### src/rtl/imem_loader_pkg.sv
// Shared types and widths for the instruction-memory boot loader.
package imem_loader_pkg;

  localparam int WORD_W         = 32;
  localparam int BYTE_W         = 8;
  localparam int BYTES_PER_WORD = 4;

  typedef enum logic [2:0] {
    HDR,
    LOAD,
    CSUM,
    DONE,
    ERR
  } loaderState_t;

endpackage

### src/rtl/imem_loader_if.sv
// Byte-stream input handshake, instruction-memory write port and CPU status lines.
interface imem_loader_if;
  import imem_loader_pkg::*;

  logic              in_valid;
  logic [BYTE_W-1:0] in_data;
  logic              in_ready;
  logic              imem_we;
  logic [WORD_W-1:0] imem_addr;
  logic [WORD_W-1:0] imem_wdata;
  logic              cpu_hold;
  logic              done;
  logic              err;

  // Loader side.
  modport master (
    input  in_valid, in_data,
    output in_ready, imem_we, imem_addr, imem_wdata, cpu_hold, done, err
  );

  // Stream source / memory / CPU side.
  modport slave (
    output in_valid, in_data,
    input  in_ready, imem_we, imem_addr, imem_wdata, cpu_hold, done, err
  );

endinterface

### src/rtl/imem_loader_byte_word_assembler.sv
// Collects big-endian bytes into 32-bit words; wordValid marks the transfer carrying the last byte.
module imem_loader_byte_word_assembler
  import imem_loader_pkg::*;
(
  input  logic              clk,
  input  logic              rst_n,
  input  logic              xfer,
  input  logic [BYTE_W-1:0] data,
  output logic [WORD_W-1:0] word,
  output logic              wordValid
);

  // Only the three earlier bytes need storing; the fourth is used straight from the bus.
  logic [WORD_W-BYTE_W-1:0] sr;
  logic [1:0]               byteCnt;

  always_ff @(posedge clk) begin
    if (!rst_n) begin
      sr      <= '0;
      byteCnt <= '0;
    end else if (xfer) begin
      sr      <= {sr[WORD_W-2*BYTE_W-1:0], data};
      byteCnt <= byteCnt + 2'd1;
    end
  end

  assign word      = {sr, data};
  assign wordValid = xfer && (byteCnt == 2'(BYTES_PER_WORD - 1));

endmodule

### src/rtl/imem_loader.sv
// Boot loader: header count, payload words written to instruction memory, then XOR checksum check.
module imem_loader
  import imem_loader_pkg::*;
#(
  parameter logic [31:0] BASE_ADDR = 32'h0000_0000,
  parameter int          MAX_WORDS = 1024
) (
  input  logic          clk,
  input  logic          rst_n,
  imem_loader_if.master bus
);

  localparam logic [WORD_W-1:0] MAX_COUNT = WORD_W'(MAX_WORDS);

  loaderState_t      state, stateNext;
  logic              readyEn;
  logic [WORD_W-1:0] wordIdx, wordIdxNext;
  logic [WORD_W-1:0] wordsLeft, wordsLeftNext;
  logic [WORD_W-1:0] csum, csumNext;
  logic              we, weNext;
  logic [WORD_W-1:0] addr, addrNext;
  logic [WORD_W-1:0] wdata, wdataNext;
  logic              xfer;
  logic [WORD_W-1:0] word;
  logic              wordValid;

  imem_loader_byte_word_assembler u_assembler (
    .clk       (clk),
    .rst_n     (rst_n),
    .xfer      (xfer),
    .data      (bus.in_data),
    .word      (word),
    .wordValid (wordValid)
  );

  // readyEn keeps the loader deaf for exactly one cycle after reset.
  assign bus.in_ready   = readyEn && (state == HDR || state == LOAD || state == CSUM);
  assign xfer           = bus.in_valid && bus.in_ready;
  assign bus.imem_we    = we;
  assign bus.imem_addr  = addr;
  assign bus.imem_wdata = wdata;
  assign bus.done       = (state == DONE);
  assign bus.err        = (state == ERR);
  assign bus.cpu_hold   = (state != DONE);

  always_ff @(posedge clk) begin
    if (!rst_n) begin
      state     <= HDR;
      readyEn   <= 1'b0;
      wordIdx   <= '0;
      wordsLeft <= '0;
      csum      <= '0;
      we        <= 1'b0;
      addr      <= BASE_ADDR;
      wdata     <= '0;
    end else begin
      state     <= stateNext;
      readyEn   <= 1'b1;
      wordIdx   <= wordIdxNext;
      wordsLeft <= wordsLeftNext;
      csum      <= csumNext;
      we        <= weNext;
      addr      <= addrNext;
      wdata     <= wdataNext;
    end
  end

  always_comb begin
    stateNext     = state;
    wordIdxNext   = wordIdx;
    wordsLeftNext = wordsLeft;
    csumNext      = csum;
    weNext        = 1'b0;
    addrNext      = addr;
    wdataNext     = wdata;

    case (state)
      HDR: begin
        if (wordValid) begin
          if (word > MAX_COUNT) begin
            stateNext = ERR;
          end else if (word == '0) begin
            stateNext = CSUM;
          end else begin
            wordsLeftNext = word;
            stateNext     = LOAD;
          end
        end
      end
      LOAD: begin
        // The write strobe lands one cycle after the word's last byte.
        if (wordValid) begin
          weNext        = 1'b1;
          addrNext      = BASE_ADDR + {wordIdx[WORD_W-3:0], 2'b00};
          wdataNext     = word;
          wordIdxNext   = wordIdx + 32'd1;
          csumNext      = csum ^ word;
          wordsLeftNext = wordsLeft - 32'd1;
          if (wordsLeft == 32'd1) begin
            stateNext = CSUM;
          end
        end
      end
      CSUM: begin
        if (wordValid) begin
          stateNext = (word == csum) ? DONE : ERR;
        end
      end
      default: begin
        stateNext = state;
      end
    endcase
  end

endmodule
### src/flat_wrapper.sv
// flat-port wrapper written by rule: the top's interface ports become plain ports
module imem_loader_flat import imem_loader_pkg::*;
#(
  parameter logic [31:0] BASE_ADDR = 32'h0000_0000,
  parameter int          MAX_WORDS = 1024
)
  (clk, rst_n, bus_in_valid, bus_in_data, bus_in_ready, bus_imem_we, bus_imem_addr, bus_imem_wdata, bus_cpu_hold, bus_done, bus_err);
  imem_loader_if bus_i ();
  input  logic clk;
  input  logic rst_n;
  input wire logic [$bits(bus_i.in_valid)-1:0] bus_in_valid;
  input wire logic [$bits(bus_i.in_data)-1:0] bus_in_data;
  output wire logic [$bits(bus_i.in_ready)-1:0] bus_in_ready;
  output wire logic [$bits(bus_i.imem_we)-1:0] bus_imem_we;
  output wire logic [$bits(bus_i.imem_addr)-1:0] bus_imem_addr;
  output wire logic [$bits(bus_i.imem_wdata)-1:0] bus_imem_wdata;
  output wire logic [$bits(bus_i.cpu_hold)-1:0] bus_cpu_hold;
  output wire logic [$bits(bus_i.done)-1:0] bus_done;
  output wire logic [$bits(bus_i.err)-1:0] bus_err;
  assign bus_i.in_valid = bus_in_valid;
  assign bus_i.in_data = bus_in_data;
  assign bus_in_ready = bus_i.in_ready;
  assign bus_imem_we = bus_i.imem_we;
  assign bus_imem_addr = bus_i.imem_addr;
  assign bus_imem_wdata = bus_i.imem_wdata;
  assign bus_cpu_hold = bus_i.cpu_hold;
  assign bus_done = bus_i.done;
  assign bus_err = bus_i.err;
  imem_loader #(.BASE_ADDR(BASE_ADDR), .MAX_WORDS(MAX_WORDS)) u_core (.clk(clk), .rst_n(rst_n), .bus(bus_i));
endmodule
### config.mk
export PLATFORM = sky130hd
export DESIGN_NAME = imem_loader_flat
export DESIGN_NICKNAME = d
export VERILOG_FILES = /design/src/rtl/imem_loader_pkg.sv /design/src/rtl/imem_loader_if.sv /design/src/rtl/imem_loader_byte_word_assembler.sv /design/src/rtl/imem_loader.sv /design/src/flat_wrapper.sv
export SDC_FILE = /design/constraint.sdc
export NUM_CORES = 1
export LEC_CHECK = 0
export CAP_MARGIN = 10
export CELL_PAD_IN_SITES_DETAIL_PLACEMENT = 1
export CELL_PAD_IN_SITES_GLOBAL_PLACEMENT = 2
export CORE_MARGIN = 2
export CORE_UTILIZATION = 36
export DETAILED_ROUTE_END_ITERATION = 10
export PLACE_DENSITY_LB_ADDON = 0.1
export SYNTH_ARGS = -nofsm -noshare
export SYNTH_HDL_FRONTEND = slang
export SYNTH_SLANG_ARGS = --single-unit
### constraint.sdc
create_clock -name clk -period 3.95 [get_ports clk]
set_input_delay 0.79 -clock clk [delete_from_list [all_inputs] [get_ports clk]]
set_output_delay 0.79 -clock clk [all_outputs]
set_load 0.01 [all_outputs]
==> results.py <==
metrics = {
    "sta": {
        "tns_ns": 0,
        "finalHoldViolations": 0,
        "clock.fmax_ghz": 0.356,
        "finalSetupViolations": 0,
        "min_period_over_period_pct": 71.1,
        "slew_viol_final": 0,
        "tightest_slew_ns": 1.03,
        "slew-limit-headroom_pct": 31.1,
        "post-route-min-period_ns": 2.81,
        "skew_ns": 0.0139,
        "rsz0062_at_grt": "false",
    },
    "routing": {
        "drc": 0,
        "top_layer": "met4",
        "routed_via_density": 5.18,
        "wl_per_cell_um": 17.0,
        "drtIter0Drc": 318,
        "met2WireLength_um": 11200,
        "route.met3.wl_um": 684,
        "ant_nets": 0,
        "met1_length_um": 11000,
        "wirelength_um": 23200,
        "firstDrtPassIters": 4,
        "vias": 7071,
    },
    "floorplan": {
        "io_pins": 80,
        "start_util_pct": 37.0,
        "rows": 54,
        "die_y_um": 154,
        "core_mm2": 0.0220,
        "dieArea_mm2": 0.0238,
        "die_x_um": 154,
    },
    "cells_and_area": {
        "nFillCells": 2635,
        "area_growth_pct": 20.2,
        "layout-drive-gt1-share_pct": 5.90,
        "seqCellArea_mm2": 0.00374,
        "stdcell_area_mm2": 0.00976,
        "multiInputGateArea_mm2": 0.00406,
        "num_antenna_cells": 0,
        "nets": 1087,
    },
    "setup_path": {
        "crit_path_top_delay_cell": "clkdlybuf4s50_1",
        "crit_arrival_ns": 3.17,
        "critPathKind": "in2reg",
        "timing.rr.end": "u_core.state[1]",
        "path_cells": "clkdlybuf4s50_1 -> nor4_1 -> nand3_1 -> xor2_1 -> a31o_2 -> buf_4 -> nand2_1 -> a21oi_1",
        "crit_fanout": 20,
        "end_kind": "flop",
        "cp_slowest_stage_delay_ns": 0.50,
        "startpoint_type": "input port",
        "rr_startpoint": "u_core.wordsLeft[13]",
        "rr_worst_depth": 6,
        "r2r_setup_slack_ns": 1.30,
        "worstPathRequired_ns": 4.31,
    },
    "place": {
        "gp_congestion": 0.776,
        "io_buffers": 77,
        "place_area_mm2": 0.00918,
        "post-dp-hpwl_um": 15800,
    },
    "clock_network": {
        "cts_setup_buffers": 0,
        "cts_made_buffers": 17,
        "clock_path_buffers": 2,
        "clkSinkCount": 187,
        "clock_latency_ns": 0.44,
        "cts_root_buf": "clkbuf_16",
        "clkTransAtPathRegs_ns": 0.07,
        "cts_resized": 0,
        "cts_tree": "done",
        "ctsHoldBuffers": 0,
        "cts_max_level": 4,
    },
    "synthesis": {
        "netlist_area_mm2": 0.00812,
        "ys_async_sr_fraction_pct": 0,
        "synthFlopType": "dfxtp_1",
        "ys_ff_latch": 187,
        "netlist_instances": 1024,
        "synth_top_area_share_pct": 46.1,
        "ys_top_cells_by_area": "dfxtp_1, nand2_1, a21oi_1",
        "synth-seq-area-share_pct": 46.1,
        "yosys.cell_types.count": 52,
        "synth.avg_cell_area_um2": 7.93,
        "synth_edf_count": 0,
        "post-synth-top-area-cell": "dfxtp_1",
        "yosys_warnings": 0,
    },
    "power": {
        "p_seq_share_pct": 50.9,
        "max-vdd-ir-drop_mv": 0.255,
        "p_switching_mw": 0.910,
        "total_power_mw": 3.74,
        "p_int_mw": 2.83,
        "p_leak_nw": 3.37,
        "clock_power_share_pct": 45.6,
        "switching_share_pct": 24.3,
        "p_per_area_mw_per_mm2": 384,
        "pwr-share-comb_pct": 3.5,
    },
    "global_route": {
        "grt_pass1_vias": 7107,
        "antenna_found_initial": 0,
        "grt-ovfl-total": 0,
        "track_usage_pct": 20.2,
        "grt_pass1_wl_um": 38500,
        "grt_max_degree": 70,
    },
    "hold_path": {
        "whs_path_depth": 2,
        "holdCritStartpoint": "u_core.bus.imem_addr[22]",
        "holdPathEnd": "u_core.bus.imem_addr[22]",
        "hold_class": "reg2reg",
    },
    "run": {
        "maxCapViolations": 0,
    },
    "run_status": {
        "status": "completed",
    },
}
==> state kept, by name, summed over array words and instances, names as in the netlist <==
name                        flops
u_core.bus.imem_addr           30
u_core.bus.imem_wdata          32
u_core.bus.imem_we              1
u_core.csum                    32
u_core.readyEn                  1
u_core.state                    3
u_core.u_assembler.byteCnt      2
u_core.u_assembler.sr          24
u_core.wordIdx                 30
u_core.wordsLeft               32
==> cell usage in the layout (no fill, tap or decap), types with 3 or more instances in the layout <==
master / n
inv_8: 3
buf_4: 11
nand4_1: 19
or3_1: 11
nor4_4: 3
nand2_1: 244
nor4_1: 16
clkdlybuf4s50_1: 77
a31oi_1: 9
a21oi_1: 129
or2_2: 3
o41ai_1: 7
nor3_1: 20
and3_1: 6
nor2_1: 88
and2_1: 3
o21ai_0: 43
clkbuf_16: 17
a31o_2: 3
inv_6: 3
or4_1: 4
xor2_1: 48
nand3_1: 21
o211ai_1: 4
ha_1: 4
xnor2_1: 43
buf_12: 6
dfxtp_1: 187
inv_1: 10
clkinv_4: 4
==> worst max-delay path: cells and delay by family <==
family | cells | cell delay (ns)
AOI/OAI and AO/OA | 2 | 0.61
xor gates and xnor gates | 1 | 0.24
buffers and inverters | 2 | 0.80
and+or+nand+nor | 3 | 0.72
==> metal layers <==
layer / vias to the layer above / global-route usage [%]
li1: 3566 / -
met3: 22 / 2.77
met5: - / 0
met1: 3386 / 26.9
met2: 97 / 34.5
met4: 0 / 5.47
==> how the worst max path moves through the flow <==
stage | slack (ns) | endpoint | from | cells after the start
final | 1.14 | u_core.wordsLeft[6] | bus_in_data[4] | 8
after global routing | 0.94 | u_core.wordsLeft[24] | bus_in_data[4] | 8
after CTS | 1.18 | u_core.wordsLeft[24] | bus_in_data[4] | 8
after detailed placement | 0.73 | u_core.wordsLeft[2] | bus_in_data[4] | 7
after global placement | 0.82 | u_core.wordsLeft[6] | bus_in_data[4] | 8
after floorplan | 1.63 | u_core.wordsLeft[30] | bus_in_data[4] | 7
==> through the flow <==
stage	hold slack (ns)	std cells	setup slack (ns)	utilization (%)
2_1_floorplan	0.431	1025	1.63	-
3_3_place_gp	0.445	1333	0.821	41.8
3_5_place_dp	0.446	1333	0.728	41.8
4_1_cts	0.456	1365	1.18	44.4
5_1_grt	0.479	1365	0.944	44.4
6_report	0.453	1365	1.14	44.4
==> cells by family (layout without fill, tap and decap cells) <==
family / count (synthesis) / after routing / synth area share, %
simple gates: 455 / 455 / 25.2
compound gates: 209 / 209 / 14.2
flops: 187 / 187 / 46.1
xor+xnor: 91 / 91 / 9.82
buf+inv: 77 / 137 / 4.01
fa+ha+maj: 4 / 4 / 0.616
other cells: 1 / 2 / 0.0462
==> synthesized netlist by cell type, types with 16 or more instances <==
library cell	number
xor2_1	48
xnor2_1	43
nand4_1	19
a21oi_1	129
dfxtp_1	187
o21ai_0	43
nand2_1	245
nand3_1	21
nor4_1	16
clkbuf_1	54
nor2_1	89
nor3_1	20
==> area by class of cell <==
| cell class | instances | share of cell area [%] |
|---|---|---|
| clock buffers | 18 | 4.40 |
| clock inverters | 14 | 1.58 |
| inverters | 11 | 0.449 |
| multi-input cells | 761 | 41.6 |
| flip-flops and latches | 187 | 38.4 |
| well taps | 280 | 3.59 |
| repair buffers | 94 | 9.98 |
==> power by group through the flow <==
stage	Clock (mW)	Sequential [mW]	Combinational, mW
6_report	1.71	1.91	0.132
3_5_place_dp	0	1.95	0.135
2_1_floorplan	0	1.94	0.0789
5_1_grt	1.84	1.91	0.148
3_3_place_gp	0	1.95	0.135
4_1_cts	1.75	1.91	0.135
(Power assumes the default switching activity.)
